--- config.mk ---
export PLATFORM = sky130hd
export DESIGN_NAME = alu_uart_interface
export DESIGN_NICKNAME = d
export VERILOG_FILES = /design/src/rtl/alu_uart_interface.sv
export SDC_FILE = /design/constraint.sdc
export NUM_CORES = 1
export LEC_CHECK = 0
export BUFFER_PORTS_ARGS = -buffer_cell sky130_fd_sc_hd__buf_2
export CAP_MARGIN = 20
export CORE_MARGIN = 2
export CORE_UTILIZATION = 47
export CTS_CLUSTER_DIAMETER = 200
export DETAILED_ROUTE_END_ITERATION = 8
export HOLD_SLACK_MARGIN = 0.05
export PLACE_DENSITY = 0.83
export SETUP_SLACK_MARGIN = 0.1
export SYNTH_ARGS = -nofsm -noshare
export SYNTH_HDL_FRONTEND = slang
export SYNTH_SLANG_ARGS = --single-unit
--- constraint.sdc ---
create_clock -name clk -period 1.73 [get_ports clk]
set_clock_uncertainty 0.1 [all_clocks]
set_input_delay 0.346 -clock clk [delete_from_list [all_inputs] [get_ports clk]]
set_output_delay 0.346 -clock clk [all_outputs]
set_load 0.01 [all_outputs]
--- src/rtl/alu_uart_interface.sv ---
// Frame sequencer between a UART byte rx/tx pair and a combinational ALU.
// Collects ope1, ope2 and opcode, runs the ALU once, then ships the result.
module alu_uart_interface #(
    parameter int BUS_LEN        = 8,
    parameter int OPCODE_LEN     = 6,
    parameter int TIMEOUT_CYCLES = 1000
) (
    input  logic                  clk,
    input  logic                  rst,
    input  logic [BUS_LEN-1:0]    i_rx_data,
    input  logic                  i_rx_done,
    output logic [BUS_LEN-1:0]    o_ope1,
    output logic [BUS_LEN-1:0]    o_ope2,
    output logic [OPCODE_LEN-1:0] o_opcode,
    input  logic [BUS_LEN-1:0]    i_result,
    output logic [BUS_LEN-1:0]    o_tx_data,
    output logic                  o_tx_start,
    input  logic                  i_tx_done,
    output logic                  o_timeout,
    output logic                  o_busy
);

    localparam int CW = (TIMEOUT_CYCLES > 1) ? $clog2(TIMEOUT_CYCLES) : 1;
    localparam bit TO_EN = (TIMEOUT_CYCLES > 0);
    localparam logic [CW-1:0] LAST =
        TO_EN ? CW'(TIMEOUT_CYCLES - 1) : '0;

    typedef enum logic [2:0] {
        WAIT_OPE1,
        WAIT_OPE2,
        WAIT_OPCODE,
        EXEC,
        WAIT_TX
    } state_t;

    state_t        state;
    logic [CW-1:0] cnt;

    always_ff @(posedge clk or posedge rst) begin
        if (rst) begin
            state      <= WAIT_OPE1;
            cnt        <= '0;
            o_ope1     <= '0;
            o_ope2     <= '0;
            o_opcode   <= '0;
            o_tx_data  <= '0;
            o_tx_start <= 1'b0;
            o_timeout  <= 1'b0;
            o_busy     <= 1'b0;
        end else begin
            o_tx_start <= 1'b0;
            o_timeout  <= 1'b0;
            unique case (state)
                WAIT_OPE1: begin
                    if (i_rx_done) begin
                        o_ope1 <= i_rx_data;
                        cnt    <= '0;
                        o_busy <= 1'b1;
                        state  <= WAIT_OPE2;
                    end
                end
                WAIT_OPE2: begin
                    if (i_rx_done) begin
                        o_ope2 <= i_rx_data;
                        cnt    <= '0;
                        state  <= WAIT_OPCODE;
                    end else if (TO_EN && cnt == LAST) begin
                        o_timeout <= 1'b1;
                        o_busy    <= 1'b0;
                        cnt       <= '0;
                        state     <= WAIT_OPE1;
                    end else if (TO_EN) begin
                        cnt <= cnt + 1'b1;
                    end
                end
                WAIT_OPCODE: begin
                    if (i_rx_done) begin
                        o_opcode <= i_rx_data[OPCODE_LEN-1:0];
                        cnt      <= '0;
                        state    <= EXEC;
                    end else if (TO_EN && cnt == LAST) begin
                        o_timeout <= 1'b1;
                        o_busy    <= 1'b0;
                        cnt       <= '0;
                        state     <= WAIT_OPE1;
                    end else if (TO_EN) begin
                        cnt <= cnt + 1'b1;
                    end
                end
                EXEC: begin
                    o_tx_data  <= i_result;
                    o_tx_start <= 1'b1;
                    state      <= WAIT_TX;
                end
                WAIT_TX: begin
                    // a done pulse overlapping our own start pulse is stale
                    if (i_tx_done && !o_tx_start) begin
                        o_busy <= 1'b0;
                        state  <= WAIT_OPE1;
                    end
                end
                default: begin
                    o_busy <= 1'b0;
                    state  <= WAIT_OPE1;
                end
            endcase
        end
    end

endmodule
Word level (Yosys, flattened, before mapping)
Cells that the tools add are included.
{"block": "word_totals", "reg_bits": 46, "out_inout_bits": 33, "word_cells": 50}
{"block": "classes", "addsub": 1, "n_eq_ne": 9, "muxes": 19, "n_bitwise": 1, "reduce_logical": 11}
{"cell": "$mux 10", "count": 3}
{"cell": "$pmux 10 s2", "count": 1}
{"cell": "$mux 3", "count": 5}
{"cell": "$pmux 3 s5", "count": 1}
{"cell": "$add 10x1->10 const B", "count": 1}
{"cell": "$eq 10x10->1 const B", "count": 1}
{"cell": "$reduce_and 2->1", "count": 5}
{"cell": "$mux 1", "count": 8}
{"cell": "$eq 3x2->1 const B", "count": 2}
{"cell": "$ne 2x2->1 const B", "count": 3}
{"cell": "$reduce_and 5->1", "count": 1}
{"cell": "$pmux 1 s4", "count": 1}
{"cell": "$eq 3x1->1 const B", "count": 1}
{"cell": "$eq 3x3->1 const B", "count": 1}
{"cell": "$logic_not 3->1", "count": 1}
{"cell": "$ne 2x1->1 const B", "count": 1}
{"cell": "$reduce_bool 2->1", "count": 1}
{"cell": "$reduce_or 2->1", "count": 1}
{"cell": "$logic_and 1x1->1", "count": 1}
{"cell": "$logic_not 1->1", "count": 1}
{"cell": "$not 1->1", "count": 1}

Longest topological paths before layout
Gate-level depths: netlist of run 1.
{"block": "logic_depth", "ltp_word": 4, "ltp_mapped": 6}

Worst setup path after synthesis of run 1
No wires, ideal clock.
{"block": "synth_path", "kind": "reg-to-reg", "start": "register state[2]", "end": "register o_opcode[0]", "setup_ps": 125, "t_arrival_ps": 1454, "required_time_ps": 1505, "slack_ps": 51, "stages_incl_launch_ff": 5, "n_path_buf": 2, "period_less_slack_ps": 1679, "path_cell_list": "dfrtp_1 > clkbuf_2 > clkbuf_1 > nor3b_2 > mux2_2"}
{"block": "synth_via", "elab_chain_len": 2}
{"element": "start, declared", "line": "36", "rtl": "state_t state;"}
{"element": "start signal, assigned", "line": "41", "rtl": "state <= WAIT_OPE1;"}
{"element": "start signal, assigned", "line": "59", "rtl": "state <= WAIT_OPE2;"}
{"element": "start signal, assigned", "line": "66", "rtl": "state <= WAIT_OPCODE;"}
{"element": "$eq 3x2->1", "line": "53", "rtl": "unique case (state)"}
{"element": "$reduce_and 2->1 (no source line)"}
{"element": "end signal, assigned", "line": "78", "rtl": "o_opcode <= i_rx_data[OPCODE_LEN-1:0];"}
{"element": "end, declared", "line": "14", "rtl": "output logic [OPCODE_LEN-1:0] o_opcode,"}
Every way passes these cells.
A chain may end at the register's enable or synchronous reset.

Worst setup path after layout of run 1
{"block": "layout_path", "start": "register cnt[0]", "end": "register o_busy"}
{"block": "layout_via", "elab_chain_len": 3}
{"element": "start, declared", "line": "37", "rtl": "logic [CW-1:0] cnt;"}
{"element": "start signal, assigned", "line": "73", "rtl": "cnt <= cnt + 1'b1;"}
{"element": "start signal, assigned", "line": "87", "rtl": "cnt <= cnt + 1'b1;"}
{"element": "$eq 10x10->1", "line": "67, 81"}
{"element": "$ne 2x1->1 (no source line)"}
{"element": "$reduce_and 5->1 (no source line)"}
{"element": "end signal, assigned", "line": "69", "rtl": "o_busy <= 1'b0;"}
{"element": "end signal, assigned", "line": "83", "rtl": "o_busy <= 1'b0;"}
{"element": "end signal, assigned", "line": "98", "rtl": "o_busy <= 1'b0;"}
{"element": "end, declared", "line": "20", "rtl": "output logic o_busy"}
Every way passes these cells.

==> results of run 1 <==
timing repair:
item                       CTS  global route
resized for setup            8            12
hold endpoints to repair    46             0
setup endpoints to repair   20            28
buffers inserted             2             2
pin swaps                    1             9
hold buffers                 1             0
metrics by stage:
step / util / instance area, um2 / hold slack (ns)
floorplan: - / 2070 / 0.351
global placement: 0.583 / 2500 / 0.300
detailed placement: 0.583 / 2500 / 0.306
CTS: 0.618 / 2660 / 0.128
global route: 0.632 / 2710 / 0.142
finish: 0.632 / 2710 / 0.137
state kept, by name, summed over array words and instances, names as in the netlist:
signal      count
o_tx_start      1
o_opcode        6
cnt            10
o_tx_data       8
o_ope1          8
o_ope2          8
o_timeout       1
o_busy          1
state           3
Yosys cell counts:
| cell | count |
|---|---|
| or3_1 | 2 |
| nand4_1 | 4 |
| nand4b_1 | 1 |
| buf_4 | 2 |
| or3b_2 | 1 |
| nor4_1 | 1 |
| nand2_1 | 32 |
| xor2_1 | 4 |
| inv_1 | 1 |
| and4_1 | 3 |
| mux2_2 | 23 |
| nor3b_1 | 1 |
| dfrtp_1 | 46 |
| clkbuf_1 | 1 |
| nor2b_1 | 1 |
| ha_1 | 1 |
| a21oi_1 | 6 |
| clkinv_1 | 1 |
| nor3_1 | 1 |
| a31oi_1 | 2 |
| nand2b_1 | 3 |
| nor3_2 | 1 |
| nand2_4 | 1 |
| nor3b_2 | 1 |
| o21ai_0 | 4 |
| o2bb2ai_1 | 1 |
| nand4_2 | 1 |
| a21oi_4 | 1 |
| and3_1 | 3 |
| nor2_1 | 9 |
| nand3_1 | 9 |
| xnor2_1 | 1 |
| and2_1 | 1 |
| buf_2 | 2 |
| o31ai_1 | 2 |
| clkbuf_2 | 1 |
| nand3b_1 | 3 |
| or4_1 | 2 |
| nor3_4 | 1 |
worst max-delay path, stage by stage (launching register included):
cell and delay (ns):
dfrtp_1 0.40, ha_2 0.22, and4_4 0.24, buf_6 0.10, nand4_1 0.20, o21ai_1 0.19
nand3_1 0.09
cell families (layout without fill, tap and decap cells):
group / after synthesis / in the layout / share of synthesized area
AO/OA/AOI/OAI: 16 / 16 / 0.0498
XOR/XNOR: 5 / 5 / 0.0213
adder cells (fa/ha/maj): 1 / 1 / 0.00607
buffers and inverters: 8 / 83 / 0.0200
flip-flops: 46 / 46 / 0.559
multiplexers: 23 / 23 / 0.126
AND/OR/NAND/NOR: 82 / 82 / 0.218
cell type report:
cell class                      count  area [um2]  area share
Clock buffer                        7        96.3      0.0355
Clock inverter                      1        8.76     0.00323
Inverter                            2        7.51     0.00277
Multi-Input combinational cell    127         927       0.342
Sequential cell                    46        1160       0.426
Tap cell                           52        65.1      0.0240
Timing Repair Buffer               73         453       0.167
how the worst max path moves through the flow:
stage / start / to / slack, ns / cells after the start
floorplan: state[2]$_DFFE_PP0P_ / o_opcode[0]$_DFFE_PP0P_ / 0.12 / 4
global route: cnt[0]$_DFFE_PP0P_ / o_busy$_DFFE_PP0P_ / 0.004 / 6
CTS: state[1]$_DFFE_PP0P_ / cnt[8]$_DFFE_PP0P_ / 0.08 / 4
finish: cnt[0]$_DFFE_PP0P_ / o_busy$_DFFE_PP0P_ / 0.07 / 6
global placement: state[0]$_DFFE_PP0P_ / o_opcode[1]$_DFFE_PP0P_ / 0.02 / 3
detailed placement: state[0]$_DFFE_PP0P_ / o_opcode[1]$_DFFE_PP0P_ / 0.02 / 3
layer usage:
| metal | up-vias | track usage |
|---|---|---|
| li1 | 785 | - |
| met1 | 799 | 0.245 |
| met2 | 38 | 0.323 |
| met3 | 6 | 0.0274 |
| met4 | 0 | 0.0726 |
| met5 | - | 0 |
power by group:
group | internal (mW) | switching [mW] | total, mW
Clock | 0.366 | 0.348 | 0.714
Combinational | 1.06 | 1.06 | 2.11
Sequential | 1.53 | 0.287 | 1.81
Total | 2.95 | 1.69 | 4.64
==> out/results.tsv, run 1 <==
stage	metric	value	unit
synthesis	synth_cell_types	39	
cells_and_area	layout_commonest_cell	buf_2	
setup_path	worst-setup-path-type	flip-flop to flip-flop	
cts	cts_htree_levels	2	
route	top_layer	met4	
route	vias_per_cell	5.29	
synthesis	synth_cells	181	
placement	dp.final_hpwl	3130	um
setup_path	rr_startpoint	cnt[0]$_DFFE_PP0P_	
run	cap_violations	0	
grt	antenna_found_initial	0	
synthesis	syn-cell-area	2060	um2
cells_and_area	nets	276	
synthesis	syn_nets	202	
cells_and_area	fillers	361	
worst_hold_path	min_from	i_result[6]	
route	num_vias	1628	
cts	ctsLongestPathBuffers	2	
timing	post-route-period-util	0.958	
cells_and_area	final_cells	308	
timing	finalHoldViolCount	0	
cts	cts.sinks	46	
setup_path	startpoint_type	flip-flop	
cells_and_area	layout_common_cells	buf_2 (52), dfrtp_1 (42), nand2_1 (32)	
timing	fin_crit	1.66	ns
placement	place_ws	0.0181	ns
worst_hold_path	hold_depth	3	
route	drcViolationCount	0	
pwr	finalPower	4.64	mW
timing	setup_viol	0	
route	wl_met3	135	um
route	wl_per_cell	14.6	um
die	die-area	4930	um2
worst_hold_path	hold_path.class	input pin to flip-flop	
synthesis	ys_seq_area_frac	0.559	
timing	max_freq	603	MHz
die	die_w	70.2	um
route	drt_iter0_markers	93	
pwr	p_leak	1.28	nW
setup_path	critPathMaxFanout	4	
run_status	status	finished, final reports clean	
route	met2WireLength	2350	um
cells_and_area	drive_gt1_frac	0.480	
die	die_y	70.2	um
worst_hold_path	holdPathEnd	o_tx_data[6]$_DFFE_PP0P_	
route	antenna_left	0	
die	io_pins	53	
cts	cts_tree	yes	
cells_and_area	area.growth.synth_to_final	31.8	%
cts	cts_buffers	5	
route	routed_wl	4490	um
grt	grt_pass1_vias	1604	
grt	grt_remaining_overflow	0	
placement	routabilityCongestion	0.822	
setup_path	critical_path_required	1.81	ns
timing	drv_slew	0	
setup_path	r2r-end	o_busy$_DFFE_PP0P_	
placement	dp.cells	295	
synthesis	ys_top_cells_by_area	dfrtp_1 (56%), mux2_2 (13%), nand2_1 (5.8%)	
route	dr.pass1.iters	4	
setup_path	worst_ep_arrival_time	1.74	ns
timing	rsz0062_at_grt	yes	
timing	tns	0	ns
die	num_rows	24	
grt	grt_first_pass_wirelength	7330	um
setup_path	reg2reg_slack	0.07	ns
route	met1Wirelength	1940	um
synthesis	synth-seq-cells	46	
synthesis	avgSynthCellArea	11.4	um2
pwr	power_density	1710	nW/um2
setup_path	crit_path_end_kind	flip-flop	
die	start_util	0.480	
synthesis	yosys.area.top_type	dfrtp_1	
synthesis	synth_top_area_share	0.559	
timing	worst_slack	0.0722	ns
die	core_area	4290	um2
placement	portBuffers	52	
cts	clk_pin_slew_worst_paths	0.08	ns
synthesis	yosys_warnings	0	
cells_and_area	diodes	0	
timing	worstMarginPinSlew	0.295	ns
cts	root_buffer	clkbuf_8	
pwr	ir_drop	0.956	mV
grt	grt_max_degree	47	
setup_path	r2r_cells	6	
timing	relSlewSlack	0.802	
grt	grt_usage	0.190	
cts	worstSkewPairLatency	0.29	ns
No activity file was read; power rests on OpenSTA's default activity.
==> run 2, diff against run 1 <==
Settings changed: PLACE_DENSITY 0.83 to 0.75.
==> run 2 against run 1 <==
  * Via count increased by 0.86%
  * Total power increased by 3.5%
  * Utilization increased by 1.7 points
  * Clock-buffer cell count unchanged
  * First-iteration DRC count decreased by 23%
  * Critical path type unchanged
  * Largest cell class unchanged
==> out/results.tsv, run 2 (synthesized netlist as in run 1, its figures left out) <==
stage	metric	value	unit
timing	setup_viol	0	
setup_path	crit_path_end_kind	flip-flop	
placement	routabilityCongestion	0.790	
die	die_w	70.2	um
timing	drv_slew	0	
pwr	power.internal	3.06	mW
cts	clk_pin_slew_worst_paths	0.08	ns
timing	post-route-period-util	0.935	
cts	ctsLongestPathBuffers	2	
timing	fin_crit	1.62	ns
timing	hold_ws	0.133	ns
placement	dp.final_hpwl	3010	um
cts	cts_htree_levels	2	
setup_path	startpoint_type	flip-flop	
cells_and_area	fillers	339	
pwr	combPwrFrac	0.478	
setup_path	critPathMaxFanout	4	
setup_path	worst_ep_arrival_time	1.74	ns
setup_path	critical_path_required	1.85	ns
setup_path	worst-setup-path-type	flip-flop to flip-flop	
cells_and_area	nets	279	
cells_and_area	drive_gt1_frac	0.479	
cells_and_area	finalInstanceArea	2790	um2
pwr	power_density	1720	nW/um2
run_status	status	finished, final reports clean	
cells_and_area	layout_common_cells	buf_2 (52), dfrtp_1 (43), nand2_1 (32)	
cells_and_area	regMostFlops	cnt	
grt	grt_usage	0.178	
timing	max_freq	618	MHz
placement	place_ws	-0.00287	ns
die	num_rows	24	
cells_and_area	largest_reg_flops	10	
placement	portBuffers	52	
route	wl_per_cell	14.7	um
worst_hold_path	hold_path.class	input pin to flip-flop	
timing	tns	0	ns
grt	grt_pass1_vias	1480	
cells_and_area	area.growth.synth_to_final	35.4	%
pwr	finalPower	4.80	mW
timing	worst_slack	0.112	ns
pwr	power.share.clock	0.142	
pwr	ir_drop	0.801	mV
grt	grt_first_pass_wirelength	6900	um
route	antenna_left	0	
die	die_y	70.2	um
run	cap_violations	0	
pwr	power.share.switching	0.362	
grt	grt_max_degree	47	
timing	worstMarginPinSlew	0.319	ns
route	drcViolationCount	0	
die	core_area	4290	um2
cts	root_buffer	clkbuf_8	
cts	cts_tree	yes	
route	drt_iter0_markers	72	
pwr	p_sw	1.74	mW
grt	antenna_found_initial	0	
route	vias_per_cell	5.28	
route	routed_wl	4560	um
die	start_util	0.480	
route	num_vias	1642	
timing	relSlewSlack	0.786	
cts	worstSkewPairLatency	0.30	ns
die	die-area	4930	um2
cells_and_area	layout_commonest_cell	buf_2	
timing	rsz0062_at_grt	yes	
cts	cts_buffers	5	
route	dr.pass1.iters	6	
setup_path	reg2reg_slack	0.11	ns
cells_and_area	diodes	0	
cts	cts.sinks	46	
placement	placed_area	2510	um2
pwr	sequentialPowerShare	0.380	
die	io_pins	53	
timing	finalHoldViolCount	0	
pwr	p_leak	1.33	nW
grt	grt_remaining_overflow	0	
run 2: power groups by stage:
stage / Clock (mW) / Sequential [mW] / Combinational, mW
after floorplan: 0 / 1.97 / 1.05
after global placement: 0 / 1.79 / 1.96
after detailed placement: 0 / 1.81 / 2.00
after CTS: 0.705 / 1.80 / 2.03
after global routing: 0.731 / 1.89 / 2.47
final: 0.682 / 1.82 / 2.30
run 2: layout make-up:
| class | count | area, um2 | share of cell area |
|---|---|---|---|
| inverter | 2 | 7.51 | 0.00269 |
| sequential | 46 | 1150 | 0.414 |
| timing repair buffer | 76 | 495 | 0.178 |
| tap | 52 | 65.1 | 0.0233 |
| multi-input combinational | 127 | 971 | 0.348 |
| clock inverter | 1 | 8.76 | 0.00314 |
| clock buffer | 7 | 86.3 | 0.0310 |
run 2: path summary, 6_finish.rpt:
path	end	startpoint	depth (start not counted)
max	cnt[9]$_DFFE_PP0P_	cnt[0]$_DFFE_PP0P_	5
min	o_tx_data[1]$_DFFE_PP0P_	i_result[1]	3
max reg2reg	cnt[9]$_DFFE_PP0P_	cnt[0]$_DFFE_PP0P_	5
min reg2reg	o_tx_data[4]$_DFFE_PP0P_	o_tx_data[4]$_DFFE_PP0P_	2
max in group asynchronous	state[1]$_DFFE_PP0P_	rst	4
min in group asynchronous	o_ope2[1]$_DFFE_PP0P_	rst	4
run 2: metal layers:
layer  routed length (um)  global-route usage  share of wire  vias to the layer above
li1                     -                   -              -                      789
met1                 2020               0.230           0.44                      807
met2                 2280               0.288           0.50                       37
met3                  177              0.0375          0.039                        9
met4                   87              0.0812          0.019                        0
met5                    0                   0              0                        -
run 2: worst max-delay path, cell delays in order (launching register included):
cell and delay [ns]:
dfrtp_1 0.41, buf_6 0.13, and4_1 0.20, nand4_2 0.12, or4_4 0.43, a21oi_1 0.17
run 2: what timing repair did:
item | in CTS | in global routing
hold buffers | 1 | 0
gates cloned | 0 | 0
setup buffers | 0 | 6
pin swaps | 0 | 6
setup endpoints to repair | 15 | 27
gates resized for setup | 4 | 26
endpoints found under the hold margin | 46 | 0
run 2: metrics by stage:
step | std cells | utilization
floorplan | 181 | -
global placement | 296 | 0.584
detailed placement | 296 | 0.584
CTS | 305 | 0.612
global route | 311 | 0.649
finish | 311 | 0.649
